==> src/rtl/data_bus_arbiter_if.sv <==
// Bundle of the CPU, program-loader, data-BRAM and IO-bus signals around the data bus arbiter.
// The arbiter connects through "master"; the surrounding environment connects through "slave".
interface data_bus_arbiter_if #(
  parameter int DMEM_AW = 14
);
  logic               cpu_mem_read;
  logic               cpu_mem_write;
  logic               cpu_io_read;
  logic               cpu_io_write;
  logic               cpu_lb;
  logic               cpu_lbu;
  logic [31:0]        cpu_addr;
  logic [31:0]        cpu_wdata;
  logic               cpu_stall;
  logic [31:0]        cpu_rdata;
  logic               cpu_err;

  logic               ldr_req;
  logic [DMEM_AW-1:0] ldr_addr;
  logic [31:0]        ldr_wdata;
  logic               ldr_gnt;

  logic               dmem_en;
  logic               dmem_we;
  logic [DMEM_AW-1:0] dmem_addr;
  logic [31:0]        dmem_wdata;
  logic [31:0]        dmem_rdata;

  logic               io_req;
  logic               io_we;
  logic [9:0]         io_addr;
  logic [31:0]        io_wdata;
  logic [31:0]        io_rdata;
  logic               io_ack;

  modport master (
    input  cpu_mem_read, cpu_mem_write, cpu_io_read, cpu_io_write,
    input  cpu_lb, cpu_lbu, cpu_addr, cpu_wdata,
    output cpu_stall, cpu_rdata, cpu_err,
    input  ldr_req, ldr_addr, ldr_wdata,
    output ldr_gnt,
    output dmem_en, dmem_we, dmem_addr, dmem_wdata,
    input  dmem_rdata,
    output io_req, io_we, io_addr, io_wdata,
    input  io_rdata, io_ack
  );

  modport slave (
    output cpu_mem_read, cpu_mem_write, cpu_io_read, cpu_io_write,
    output cpu_lb, cpu_lbu, cpu_addr, cpu_wdata,
    input  cpu_stall, cpu_rdata, cpu_err,
    output ldr_req, ldr_addr, ldr_wdata,
    input  ldr_gnt,
    input  dmem_en, dmem_we, dmem_addr, dmem_wdata,
    output dmem_rdata,
    input  io_req, io_we, io_addr, io_wdata,
    output io_rdata, io_ack
  );
endinterface

==> src/rtl/data_bus_arbiter.sv <==
// Sequences CPU data-side loads/stores and IO accesses, stalling the core while they are outstanding,
// and round-robins the data BRAM between the core and the UART program loader.
module data_bus_arbiter #(
  parameter int DMEM_AW    = 14,
  parameter int IO_TIMEOUT = 15
) (
  input  logic               clk,
  input  logic               rst_n,
  data_bus_arbiter_if.master bus
);
  typedef enum logic [1:0] {IDLE, MEM_RD, IO_WAIT, DONE} state_t;
  localparam int CW = $clog2(IO_TIMEOUT + 1);

  state_t        state, state_next;
  logic          last_ldr, last_ldr_next;
  logic [CW-1:0] cnt, cnt_next;
  logic [31:0]   rdata, rdata_next;
  logic          err, err_next;
  logic          io_req, io_req_next;
  logic          io_we, io_we_next;
  logic [9:0]    io_addr, io_addr_next;
  logic [31:0]   io_wdata, io_wdata_next;
  logic [1:0]    byte_sel, byte_sel_next;
  logic          mode_lb, mode_lb_next;
  logic          mode_lbu, mode_lbu_next;

  logic io_acc, mem_acc, ldr_win, cpu_win;
  logic unused_addr_bits;

  assign unused_addr_bits = ^bus.cpu_addr[31:DMEM_AW+2];

  // IO never competes with the loader; memory contention goes to whoever was not granted last.
  assign io_acc  = bus.cpu_io_read | bus.cpu_io_write;
  assign mem_acc = ~io_acc & (bus.cpu_mem_read | bus.cpu_mem_write);
  assign ldr_win = bus.ldr_req & (~mem_acc | ~last_ldr);
  assign cpu_win = mem_acc & ~ldr_win;

  function automatic logic [31:0] fmt(input logic [31:0] w, input logic [1:0] sel,
                                      input logic lb, input logic lbu);
    logic [7:0] b;
    case (sel)
      2'd0:    b = w[7:0];
      2'd1:    b = w[15:8];
      2'd2:    b = w[23:16];
      default: b = w[31:24];
    endcase
    if (lb)       return {{24{b[7]}}, b};
    else if (lbu) return {24'b0, b};
    else          return w;
  endfunction

  always_comb begin
    state_next     = state;
    last_ldr_next  = last_ldr;
    cnt_next       = cnt;
    rdata_next     = rdata;
    err_next       = 1'b0;
    io_req_next    = io_req;
    io_we_next     = io_we;
    io_addr_next   = io_addr;
    io_wdata_next  = io_wdata;
    byte_sel_next  = byte_sel;
    mode_lb_next   = mode_lb;
    mode_lbu_next  = mode_lbu;
    bus.cpu_stall  = 1'b0;
    bus.ldr_gnt    = 1'b0;
    bus.dmem_en    = 1'b0;
    bus.dmem_we    = 1'b0;
    bus.dmem_addr  = '0;
    bus.dmem_wdata = '0;

    case (state)
      IDLE: begin
        bus.cpu_stall = io_acc | (mem_acc & (~bus.cpu_mem_write | ldr_win));
        if (ldr_win) begin
          bus.ldr_gnt    = 1'b1;
          bus.dmem_en    = 1'b1;
          bus.dmem_we    = 1'b1;
          bus.dmem_addr  = bus.ldr_addr;
          bus.dmem_wdata = bus.ldr_wdata;
          last_ldr_next  = 1'b1;
        end else if (cpu_win) begin
          bus.dmem_en    = 1'b1;
          bus.dmem_we    = bus.cpu_mem_write;
          bus.dmem_addr  = bus.cpu_addr[DMEM_AW+1:2];
          bus.dmem_wdata = bus.cpu_wdata;
          last_ldr_next  = 1'b0;
          if (!bus.cpu_mem_write) begin
            byte_sel_next = bus.cpu_addr[1:0];
            mode_lb_next  = bus.cpu_lb;
            mode_lbu_next = bus.cpu_lbu;
            state_next    = MEM_RD;
          end
        end
        if (io_acc) begin
          io_addr_next  = bus.cpu_addr[9:0];
          io_we_next    = bus.cpu_io_write;
          io_wdata_next = bus.cpu_wdata;
          byte_sel_next = bus.cpu_addr[1:0];
          mode_lb_next  = bus.cpu_lb;
          mode_lbu_next = bus.cpu_lbu;
          io_req_next   = 1'b1;
          cnt_next      = '0;
          state_next    = IO_WAIT;
        end
      end
      MEM_RD: begin
        bus.cpu_stall = 1'b1;
        rdata_next    = fmt(bus.dmem_rdata, byte_sel, mode_lb, mode_lbu);
        state_next    = DONE;
      end
      IO_WAIT: begin
        bus.cpu_stall = 1'b1;
        // An ack arriving on the last allowed cycle still completes normally.
        if (bus.io_ack) begin
          if (!io_we) rdata_next = fmt(bus.io_rdata, byte_sel, mode_lb, mode_lbu);
          io_req_next = 1'b0;
          state_next  = DONE;
        end else if (cnt == CW'(IO_TIMEOUT - 1)) begin
          io_req_next = 1'b0;
          rdata_next  = '0;
          err_next    = 1'b1;
          state_next  = DONE;
        end else begin
          cnt_next = cnt + 1'b1;
        end
      end
      DONE:    state_next = IDLE;
      default: state_next = IDLE;
    endcase
  end

  always_ff @(posedge clk or negedge rst_n) begin
    if (!rst_n) begin
      state    <= IDLE;
      last_ldr <= 1'b0;
      cnt      <= '0;
      rdata    <= '0;
      err      <= 1'b0;
      io_req   <= 1'b0;
      io_we    <= 1'b0;
      io_addr  <= '0;
      io_wdata <= '0;
      byte_sel <= '0;
      mode_lb  <= 1'b0;
      mode_lbu <= 1'b0;
    end else begin
      state    <= state_next;
      last_ldr <= last_ldr_next;
      cnt      <= cnt_next;
      rdata    <= rdata_next;
      err      <= err_next;
      io_req   <= io_req_next;
      io_we    <= io_we_next;
      io_addr  <= io_addr_next;
      io_wdata <= io_wdata_next;
      byte_sel <= byte_sel_next;
      mode_lb  <= mode_lb_next;
      mode_lbu <= mode_lbu_next;
    end
  end

  assign bus.cpu_rdata = rdata;
  assign bus.cpu_err   = err;
  assign bus.io_req    = io_req;
  assign bus.io_we     = io_we;
  assign bus.io_addr   = io_addr;
  assign bus.io_wdata  = io_wdata;
endmodule

==> src/flat_wrapper.sv <==
// flat-port wrapper written by rule: the top's interface ports become plain ports
module data_bus_arbiter_flat 
#(
  parameter int DMEM_AW    = 14,
  parameter int IO_TIMEOUT = 15
)
  (clk, rst_n, bus_cpu_mem_read, bus_cpu_mem_write, bus_cpu_io_read, bus_cpu_io_write, bus_cpu_lb, bus_cpu_lbu, bus_cpu_addr, bus_cpu_wdata, bus_cpu_stall, bus_cpu_rdata, bus_cpu_err, bus_ldr_req, bus_ldr_addr, bus_ldr_wdata, bus_ldr_gnt, bus_dmem_en, bus_dmem_we, bus_dmem_addr, bus_dmem_wdata, bus_dmem_rdata, bus_io_req, bus_io_we, bus_io_addr, bus_io_wdata, bus_io_rdata, bus_io_ack);
  data_bus_arbiter_if #(.DMEM_AW(DMEM_AW)) bus_i ();
  input  logic clk;
  input  logic rst_n;
  input wire logic [$bits(bus_i.cpu_mem_read)-1:0] bus_cpu_mem_read;
  input wire logic [$bits(bus_i.cpu_mem_write)-1:0] bus_cpu_mem_write;
  input wire logic [$bits(bus_i.cpu_io_read)-1:0] bus_cpu_io_read;
  input wire logic [$bits(bus_i.cpu_io_write)-1:0] bus_cpu_io_write;
  input wire logic [$bits(bus_i.cpu_lb)-1:0] bus_cpu_lb;
  input wire logic [$bits(bus_i.cpu_lbu)-1:0] bus_cpu_lbu;
  input wire logic [$bits(bus_i.cpu_addr)-1:0] bus_cpu_addr;
  input wire logic [$bits(bus_i.cpu_wdata)-1:0] bus_cpu_wdata;
  output wire logic [$bits(bus_i.cpu_stall)-1:0] bus_cpu_stall;
  output wire logic [$bits(bus_i.cpu_rdata)-1:0] bus_cpu_rdata;
  output wire logic [$bits(bus_i.cpu_err)-1:0] bus_cpu_err;
  input wire logic [$bits(bus_i.ldr_req)-1:0] bus_ldr_req;
  input wire logic [$bits(bus_i.ldr_addr)-1:0] bus_ldr_addr;
  input wire logic [$bits(bus_i.ldr_wdata)-1:0] bus_ldr_wdata;
  output wire logic [$bits(bus_i.ldr_gnt)-1:0] bus_ldr_gnt;
  output wire logic [$bits(bus_i.dmem_en)-1:0] bus_dmem_en;
  output wire logic [$bits(bus_i.dmem_we)-1:0] bus_dmem_we;
  output wire logic [$bits(bus_i.dmem_addr)-1:0] bus_dmem_addr;
  output wire logic [$bits(bus_i.dmem_wdata)-1:0] bus_dmem_wdata;
  input wire logic [$bits(bus_i.dmem_rdata)-1:0] bus_dmem_rdata;
  output wire logic [$bits(bus_i.io_req)-1:0] bus_io_req;
  output wire logic [$bits(bus_i.io_we)-1:0] bus_io_we;
  output wire logic [$bits(bus_i.io_addr)-1:0] bus_io_addr;
  output wire logic [$bits(bus_i.io_wdata)-1:0] bus_io_wdata;
  input wire logic [$bits(bus_i.io_rdata)-1:0] bus_io_rdata;
  input wire logic [$bits(bus_i.io_ack)-1:0] bus_io_ack;
  assign bus_i.cpu_mem_read = bus_cpu_mem_read;
  assign bus_i.cpu_mem_write = bus_cpu_mem_write;
  assign bus_i.cpu_io_read = bus_cpu_io_read;
  assign bus_i.cpu_io_write = bus_cpu_io_write;
  assign bus_i.cpu_lb = bus_cpu_lb;
  assign bus_i.cpu_lbu = bus_cpu_lbu;
  assign bus_i.cpu_addr = bus_cpu_addr;
  assign bus_i.cpu_wdata = bus_cpu_wdata;
  assign bus_cpu_stall = bus_i.cpu_stall;
  assign bus_cpu_rdata = bus_i.cpu_rdata;
  assign bus_cpu_err = bus_i.cpu_err;
  assign bus_i.ldr_req = bus_ldr_req;
  assign bus_i.ldr_addr = bus_ldr_addr;
  assign bus_i.ldr_wdata = bus_ldr_wdata;
  assign bus_ldr_gnt = bus_i.ldr_gnt;
  assign bus_dmem_en = bus_i.dmem_en;
  assign bus_dmem_we = bus_i.dmem_we;
  assign bus_dmem_addr = bus_i.dmem_addr;
  assign bus_dmem_wdata = bus_i.dmem_wdata;
  assign bus_i.dmem_rdata = bus_dmem_rdata;
  assign bus_io_req = bus_i.io_req;
  assign bus_io_we = bus_i.io_we;
  assign bus_io_addr = bus_i.io_addr;
  assign bus_io_wdata = bus_i.io_wdata;
  assign bus_i.io_rdata = bus_io_rdata;
  assign bus_i.io_ack = bus_io_ack;
  data_bus_arbiter #(.DMEM_AW(DMEM_AW), .IO_TIMEOUT(IO_TIMEOUT)) u_core (.clk(clk), .rst_n(rst_n), .bus(bus_i));
endmodule
==> config.mk <==
export PLATFORM = sky130hd
export DESIGN_NAME = data_bus_arbiter_flat
export DESIGN_NICKNAME = d
export VERILOG_FILES = /design/src/rtl/data_bus_arbiter_if.sv /design/src/rtl/data_bus_arbiter.sv /design/src/flat_wrapper.sv
export SDC_FILE = /design/constraint.sdc
export NUM_CORES = 1
export LEC_CHECK = 0
export BUFFER_PORTS_ARGS = -buffer_cell sky130_fd_sc_hd__clkbuf_2
export CORE_AREA = 2 2 119 121
export CTS_CLUSTER_DIAMETER = 60
export DETAILED_ROUTE_END_ITERATION = 8
export DIE_AREA = 0 0 121 123
export PLACE_DENSITY_LB_ADDON = 0.1
export RECOVER_POWER = 100
export SLEW_MARGIN = 20
export SYNTH_ARGS = -nofsm -noshare
export SYNTH_HDL_FRONTEND = slang
export SYNTH_SLANG_ARGS = --single-unit
==> constraint.sdc <==
create_clock -name clk -period 2.6 [get_ports clk]
set_clock_uncertainty 0.15 [all_clocks]
set_input_delay 0.52 -clock clk [delete_from_list [all_inputs] [get_ports clk]]
set_output_delay 0.52 -clock clk [all_outputs]
set_load 0.05 [all_outputs]
==> results.md, run 1 <==
* CP Max Fanout at 8
* HP Class: in2reg
* Final WS setup at -0.216 ns
* Asr flop ratio synth at 100%
* Synth Cell Area at 5250 µm²
* Total Routing Usage GR at 26.6%
* Area growth syn-to-layout at 59.0%
* Wire length on met2 at between 10000 and 15000 µm
* Placed instance area at between 7000 and 8000 µm²
* CTS tree: done
* Vias per Instance at ~5.3
* Met3 routed WL at 1840 µm
* Switching part of the total at 52.7%
* Setup CP Type: reg2out
* Clock latency on the worst-skew pair at 0.34 ns
* Synthesized net count at 716
* Final Hold Vio Count at 0
* Clock sinks at 88
* Number of flops mapped to enable cells by yosys at 0
* Maximum vdd drop at 0.797 mV
* Crit. Startpoint: u_core.state[1]
* Period utilization at 108%
* Slew headroom at roughly 15%
* Clock Power Share at 12.1%
* H-tree level count at 3
* Number of cell rows at 43
* I/O Buffers at approximately 290
* Crit. End Element: primary output
* Synthesized instance count at between 500 and 600
* Achievable Freq at ~360 MHz
* # fillers at 1183
* Max Cap Violations at 0
* Final HPWL DP at between 10000 and 15000 µm
* 1st-pass router iterations at 5
* Critical Path Sink: bus_dmem_wdata[5]
* Synthesis-stage register bit count at 88
* Nets at 1018
* R2R Setup Slk at 0.10 ns
* DRC at 0
* Largest net degree at the start of global routing at 89
* FF-to-FF End: u_core.bus.cpu_rdata[19]
* Starting Density at 38.5%
* Violated checks: setup timing
* Root Driver: clkbuf_16
* Crit path required time at between 1.5 and 2 ns
* Post-Layout Inst Area at ~8300 µm²
* WL/cell at ~20 µm
* Top layer in use: met4
* Area occupied by multi-input gates at about 3000 µm²
* Drt first-iter violations at between 300 and 400
* RSZ-0062 raised after global routing: yes
* CP arrival at ~2.2 ns
* Wl on met1 at 7620 µm
* Fraction of layout cells with a size suffix above 1 at about 45%
* First-pass GRT wire length at slightly above 30000 µm
* Pre-CTS setup slack at -0.0481 ns
* R2R depth at 9
* Mapped Avg Cell Area at between 9 and 10 µm²
* Antenna Nets Post-Route at 0
* Synth cell types at 46
* Core area at 13600 µm²
* CP Launch Type: register
* FF-to-FF Start: u_core.state[1]
* Period minus WS final at 2.82 ns
* GRT overflow at 0
* Outcome: finished, violations left
* GPL Wtd Cong at ~0.85
* Die H at around 120 µm
* Pwr dens at ~1500 nW/µm²
* Register area at ~2200 µm²
* Initial antenna violation count at 0
* NetSw at approximately 6.4 mW
* Total CTS buffers at 9
* Yosys warnings at 0
* Sequential share of the synthesized area at between 40% and 50%
* # IOs at approximately 310
* Combinational share of power at between 60 and 70%
* Worst-case clock buffer depth at 2
* Leak Pwr at 3.88 nW
* Chip width at approximately 120 µm
* Final Max Slew Viols at 0
* Number of global-route vias before repair at 5553
* Least-Margin Pin Slew at 1.28 ns
* Primary FF master, synth: dfrtp_1
* Power share of the sequential group at 20.9%
* Min-delay src: bus_io_ack
* Routed WL at 20400 µm
* Die Area at 14900 µm²
* Reg clk slew, reported paths at about 0.060 ns
* DR vias at about 5.4k
* Internal at ~5.7 mW
* # setup viols final at 47
[worst max-delay path, cell delays in order, from the launching register on]
cell and delay (ns):
dfrtp_1 0.39, inv_2 0.09, ha_4 0.13, or3b_4 0.39, nor3_4 0.15, buf_12 0.18
clkbuf_16 0.17, a22o_2 0.15, buf_8 0.14
[cells in the mapped netlist (2+ instances only)]
cell       count  area [µm²]
buf_4          7        52.6
o211ai_1      14         105
o21a_1         3        22.5
o21ai_0       33         165
and3_1         2        12.5
clkbuf_1      10        37.5
nand2_1       38         143
a22o_1        20         175
nor2b_1       18         113
inv_1         21        78.8
and2_1         2        12.5
mux2i_1       19         190
a211oi_1       2        15.0
mux4_2         2        45.0
nand3_1        2        10.0
a31oi_1       48         300
a2bb2oi_1     14         123
buf_2         19        95.1
ha_1           6        75.1
a21oi_1        5        25.0
a22o_2        26         260
buf_6          6        67.6
o21bai_1       2        15.0
dfrtp_1       88        2200
nor2_1        52         195
mux2_2        47         529
[registers in the layout (all words and copies together), names as in the netlist]
name and flops:
u_core.last_ldr 1, u_core.bus.cpu_err 1, u_core.byte_sel 2, u_core.bus.io_addr 10
u_core.state 2, u_core.bus.io_wdata 32, u_core.cnt 4, u_core.mode_lbu 1
u_core.mode_lb 1, u_core.bus.io_req 1, u_core.bus.io_we 1, u_core.bus.cpu_rdata 32
[worst min path at each step]
| stage | depth (start not counted) | slack (ns) | end |
|---|---|---|---|
| 6_report | 2 | 0.21 | u_core.bus.cpu_err |
| 5_1_grt | 2 | 0.21 | u_core.bus.cpu_err |
| 4_1_cts | 2 | 0.08 | u_core.bus.cpu_rdata[21] |
| 3_5_place_dp | 1 | 0.34 | u_core.bus.io_addr[2] |
| 3_3_place_gp | 1 | 0.34 | u_core.bus.io_wdata[17] |
| 2_1_floorplan | 0 | 0.07 | u_core.bus.cpu_err |
[cells in the final DEF, fill, tap and decap left out, types with 2 or more instances in the layout]
cell         n
clkbuf_16   21
mux2_2      47
o21ai_0     33
a22o_4      34
a22o_2       9
o211ai_1    14
clkbuf_4     2
a31oi_4      2
buf_4       24
a21oi_1      5
buf_8       28
nor2b_1     18
bufinv_16    2
and2_1       2
mux2i_1     19
buf_12      18
clkbuf_1    81
inv_1       19
nand3_1      2
a22o_1       3
nor2_1      52
clkbuf_2   169
clkbuf_8     3
o21bai_1     2
ha_1         5
inv_2        2
a211oi_1     2
and3_1       2
a2bb2oi_1   14
nand2_1     38
mux4_2       2
o21a_1       3
a31oi_1     47
dfrtp_1     87
[power groups by stage]
stage	combinational [mW]	clock (mW)	sequential, mW
after global routing	8.70	1.56	2.64
after global placement	7.70	0	2.53
final	8.14	1.47	2.54
after detailed placement	7.79	0	2.56
after floorplan	3.58	0	4.63
after CTS	8.17	1.51	2.54
[routing by layer]
layer	vias up	track usage, %
met3	32	8.95
met5	-	0
met4	0	9.45
li1	2542	-
met2	231	45.3
met1	2619	31.4
[kinds of logic after synthesis]
kind of cell               synth area share [%]
AOI/OAI and AO/OA                          24.9
muxes                                      14.6
DFF                                        42.0
buffers and inverters                      6.46
and+or+nand+nor                            10.7
adders and majority gates                  1.43
[metrics by stage]
stage / util [%] / std cells / hold WS (ns) / TNS, ns / total power [mW]
after global routing: 61.2 / 1013 / 0.214 / -11.14 / 12.9
final: 61.3 / 1014 / 0.209 / -8.31 / 12.1
after floorplan: - / 526 / 0.0744 / 0 / 8.21
after global placement: 52.9 / 986 / 0.340 / -0.883 / 10.2
after CTS: 60.0 / 1008 / 0.0843 / -13.45 / 12.2
after detailed placement: 52.9 / 986 / 0.342 / -0.974 / 10.4
[timing repair]
action / CTS / global route
setup endpoints to repair: 47 / 47
gates resized for setup: 103 / 55
pin swaps: 2 / 5
buffers inserted: 4 / 3
cloned: 3 / 4
hold buffers: 0 / 0
[final cells by class]
type	instances	share of cell area, %
clock buffers	14	3.29
diodes	1	0.0300
repair buffers	334	29.5
flip-flops and latches	88	26.4
clock inverters	2	0.720
multi-input cells	373	36.4
well taps	180	2.70
inverters	22	0.990
Note: power is estimated with default switching activity, not from simulation.
==> run 2: changes to the inputs <==
Settings changed: CELL_PAD_IN_SITES_DETAIL_PLACEMENT set to 2, CELL_PAD_IN_SITES_GLOBAL_PLACEMENT set to 2, CORE_AREA 2 2 119 121 to 2 2 151 153, DIE_AREA 0 0 121 123 to 0 0 153 155.
==> results.md, run 2 (synthesis results as in run 1) <==
* Outcome: finished, violations left
* Violated checks: setup timing
* Largest net degree at the start of global routing at 46 (-48%)
* Clock latency on the worst-skew pair at 0.35 ns (about the same)
* Drt first-iter violations at 124 (-68%)
* Achievable Freq at 344 MHz (-3.1%)
* Crit. Startpoint: u_core.state[1]
* Final HPWL DP at 19300 µm (+35%)
* Most common cell after layout, fill and taps aside: clkbuf_2
* Number of global-route vias before repair at 6542 (+18%)
* HP Class: in2async
* # IOs at 311 (unchanged)
* Final Max Slew Viols at 0 (unchanged)
* Register area at 2200 µm² (unchanged)
* Initial antenna violation count at 3 (+3)
* RSZ-0062 raised after global routing: yes
* CP arrival at 2.23 ns (+0.08 ns)
* CP max stage cell: or3b_4
* Routed WL at 26000 µm (+27%)
* Crit-path cells: inv_2 > ha_4 > or3b_4 > nor3_4 > buf_6 > buf_12 > buf_6 > a22o_4 > buf_12
* 1st-pass router iterations at 4 (-1)
* Number of cell rows at 55 (+28%)
* H-tree level count at 3 (unchanged)
* Slew headroom at 24.7% (+9.7 points)
* Worst-case clock buffer depth at 2 (unchanged)
* Worst path bufs/invs at 5 (+1)
* Crit path required time at 1.93 ns (about the same)
* Clock sinks at 88 (unchanged)
* Total negative setup slack at -10.92 ns (-2.61 ns)
* Dpl cells at 1098 (+11%)
* Period utilization at 112% (+3.4 points)
* Total CTS buffers at 9 (unchanged)
* Final WS setup at -0.305 ns (-0.0888 ns)
* FF-to-FF Start: u_core.state[0]
* Chip width at 153 µm (+26%)
* Core area at 22200 µm² (+63%)
* Vias per Instance at 4.88 (-8.7%)
* I/O Buffers at 294 (unchanged)
* Commonest cells after routing, fill and taps aside: clkbuf_2, dfrtp_1, nor2_1, mux2_2, a31oi_1
* WL/cell at 22.9 µm (+14%)
* Hold Buf Count CTS at 0 (unchanged)
* # setup viols final at 47 (unchanged)
* Least-Margin Pin Slew at 1.13 ns (-0.146 ns)
* Max Cap Violations at 0 (unchanged)
* Area growth syn-to-layout at 68.9%
* GRT overflow at 0 (unchanged)
* Leak Pwr at 4.25 nW (+9.4%)
* CP Launch Type: register
* Total Routing Usage GR at 21.7% (-4.9 points)
* Setup CP Type: reg2out
* DRC at 0 (unchanged)
* # fillers at 2423 (+100%)
* CTS tree: done
* Nets at 1029 (+1.1%)
* CP Max Fanout at 6 (-2)
* Final Non-Filler Cells at 1133 (+12%)
* GPL Wtd Cong at 0.772 (-9.1%)
* Starting Density at 23.6% (-15 points)
* Antenna Nets Post-Route at 0 (unchanged)
* Final Hold Vio Count at 0 (unchanged)
* Period minus WS final at 2.90 ns (+0.0888 ns)
* Root Driver: clkbuf_16
* DR vias at 5534 (+2.0%)
* Pwr dens at 1440 nW/µm² (-1.4%)
* Maximum vdd drop at 0.586 mV (-26%)
* Fraction of layout cells with a size suffix above 1 at 55.1% (+10 points)
* Reg clk slew, reported paths at 0.07 ns (about the same)
* Crit path largest cell delay at 0.40 ns (about the same)
* CP top delay family: buffers and inverters
* Crit. End Element: primary output
* Area occupied by multi-input gates at 3100 µm² (+2.2%)
* First-pass GRT wire length at 39600 µm (+30%)
* Die Area at 23700 µm² (+59%)
* Die H at 155 µm (+26%)
run 2: cell types whose count changed in the layout (fill, tap and decap cells not counted), sizes merged:
cell / previous run / this run
buf: 72 / 80
diode: 1 / 4
clkbuf: 276 / 277
clkinvlp: 0 / 1
inv: 21 / 22
run 2: per-stage QoR:
step	hold slack (ns)	utilization, %	area, µm²	power (mW)	worst slack (ns)
2_1_floorplan	0.0744	-	5280	8.21	0.0147
3_3_place_gp	0.340	34.2	7590	10.6	-0.0676
3_5_place_dp	0.348	34.2	7590	10.8	-0.0828
4_1_cts	0.0155	39.0	8660	12.8	-0.374
5_1_grt	0.218	39.8	8850	13.5	-0.354
6_report	0.207	39.9	8860	12.7	-0.305
run 2: repair_timing:
action | CTS | global route
gates cloned | 3 | 3
buffers inserted | 7 | 2
resized for setup | 100 | 27
pin swaps | 4 | 2
endpoints found under the setup margin | 48 | 64
run 2: worst reg2reg max path: cells and delay by family (launching register included):
family	cells	cell delay [ns]
flip-flops	1	0.38
adder cells (fa/ha/maj)	1	0.28
AO/OA/AOI/OAI	3	0.75
AND/OR/NAND/NOR	1	0.29
buffers and inverters	4	0.52
run 2: routing by layer:
layer / wire [µm] / GRT usage, %
met5: 0 / 0
met2: 13900 / 40.1
met1: 9500 / 23.3
met4: 333 / 5.82
met3: 2260 / 7.99
run 2: final timing paths:
check | end | slack, ns | cells after the start
worst min register to register | u_core.bus.io_addr[4] | 0.36 | 1
max in group asynchronous | u_core.byte_sel[0] | 0.42 | 2
worst max-delay path | bus_dmem_wdata[10] | -0.30 | 9
min in group clk | u_core.bus.cpu_err | 0.21 | 2
worst min-delay path | u_core.bus.cpu_rdata[21] | 0.21 | 1
worst max register to register | u_core.bus.cpu_rdata[24] | 0.10 | 9
run 2: power by group:
group	internal (mW)	switching, mW
Clock	0.875	0.598
Sequential	2.11	0.472
Combinational	3.04	5.63
Total	6.03	6.70
run 2: cell type report:
class                   count  area share [%]
clock inverters             4           0.861
inverters                  22           0.932
diodes                      4           0.113
well taps                 285            4.02
multi-input cells         373            35.0
flip-flops and latches     88            24.9
clock buffers              12            2.78
repair buffers            345            31.4
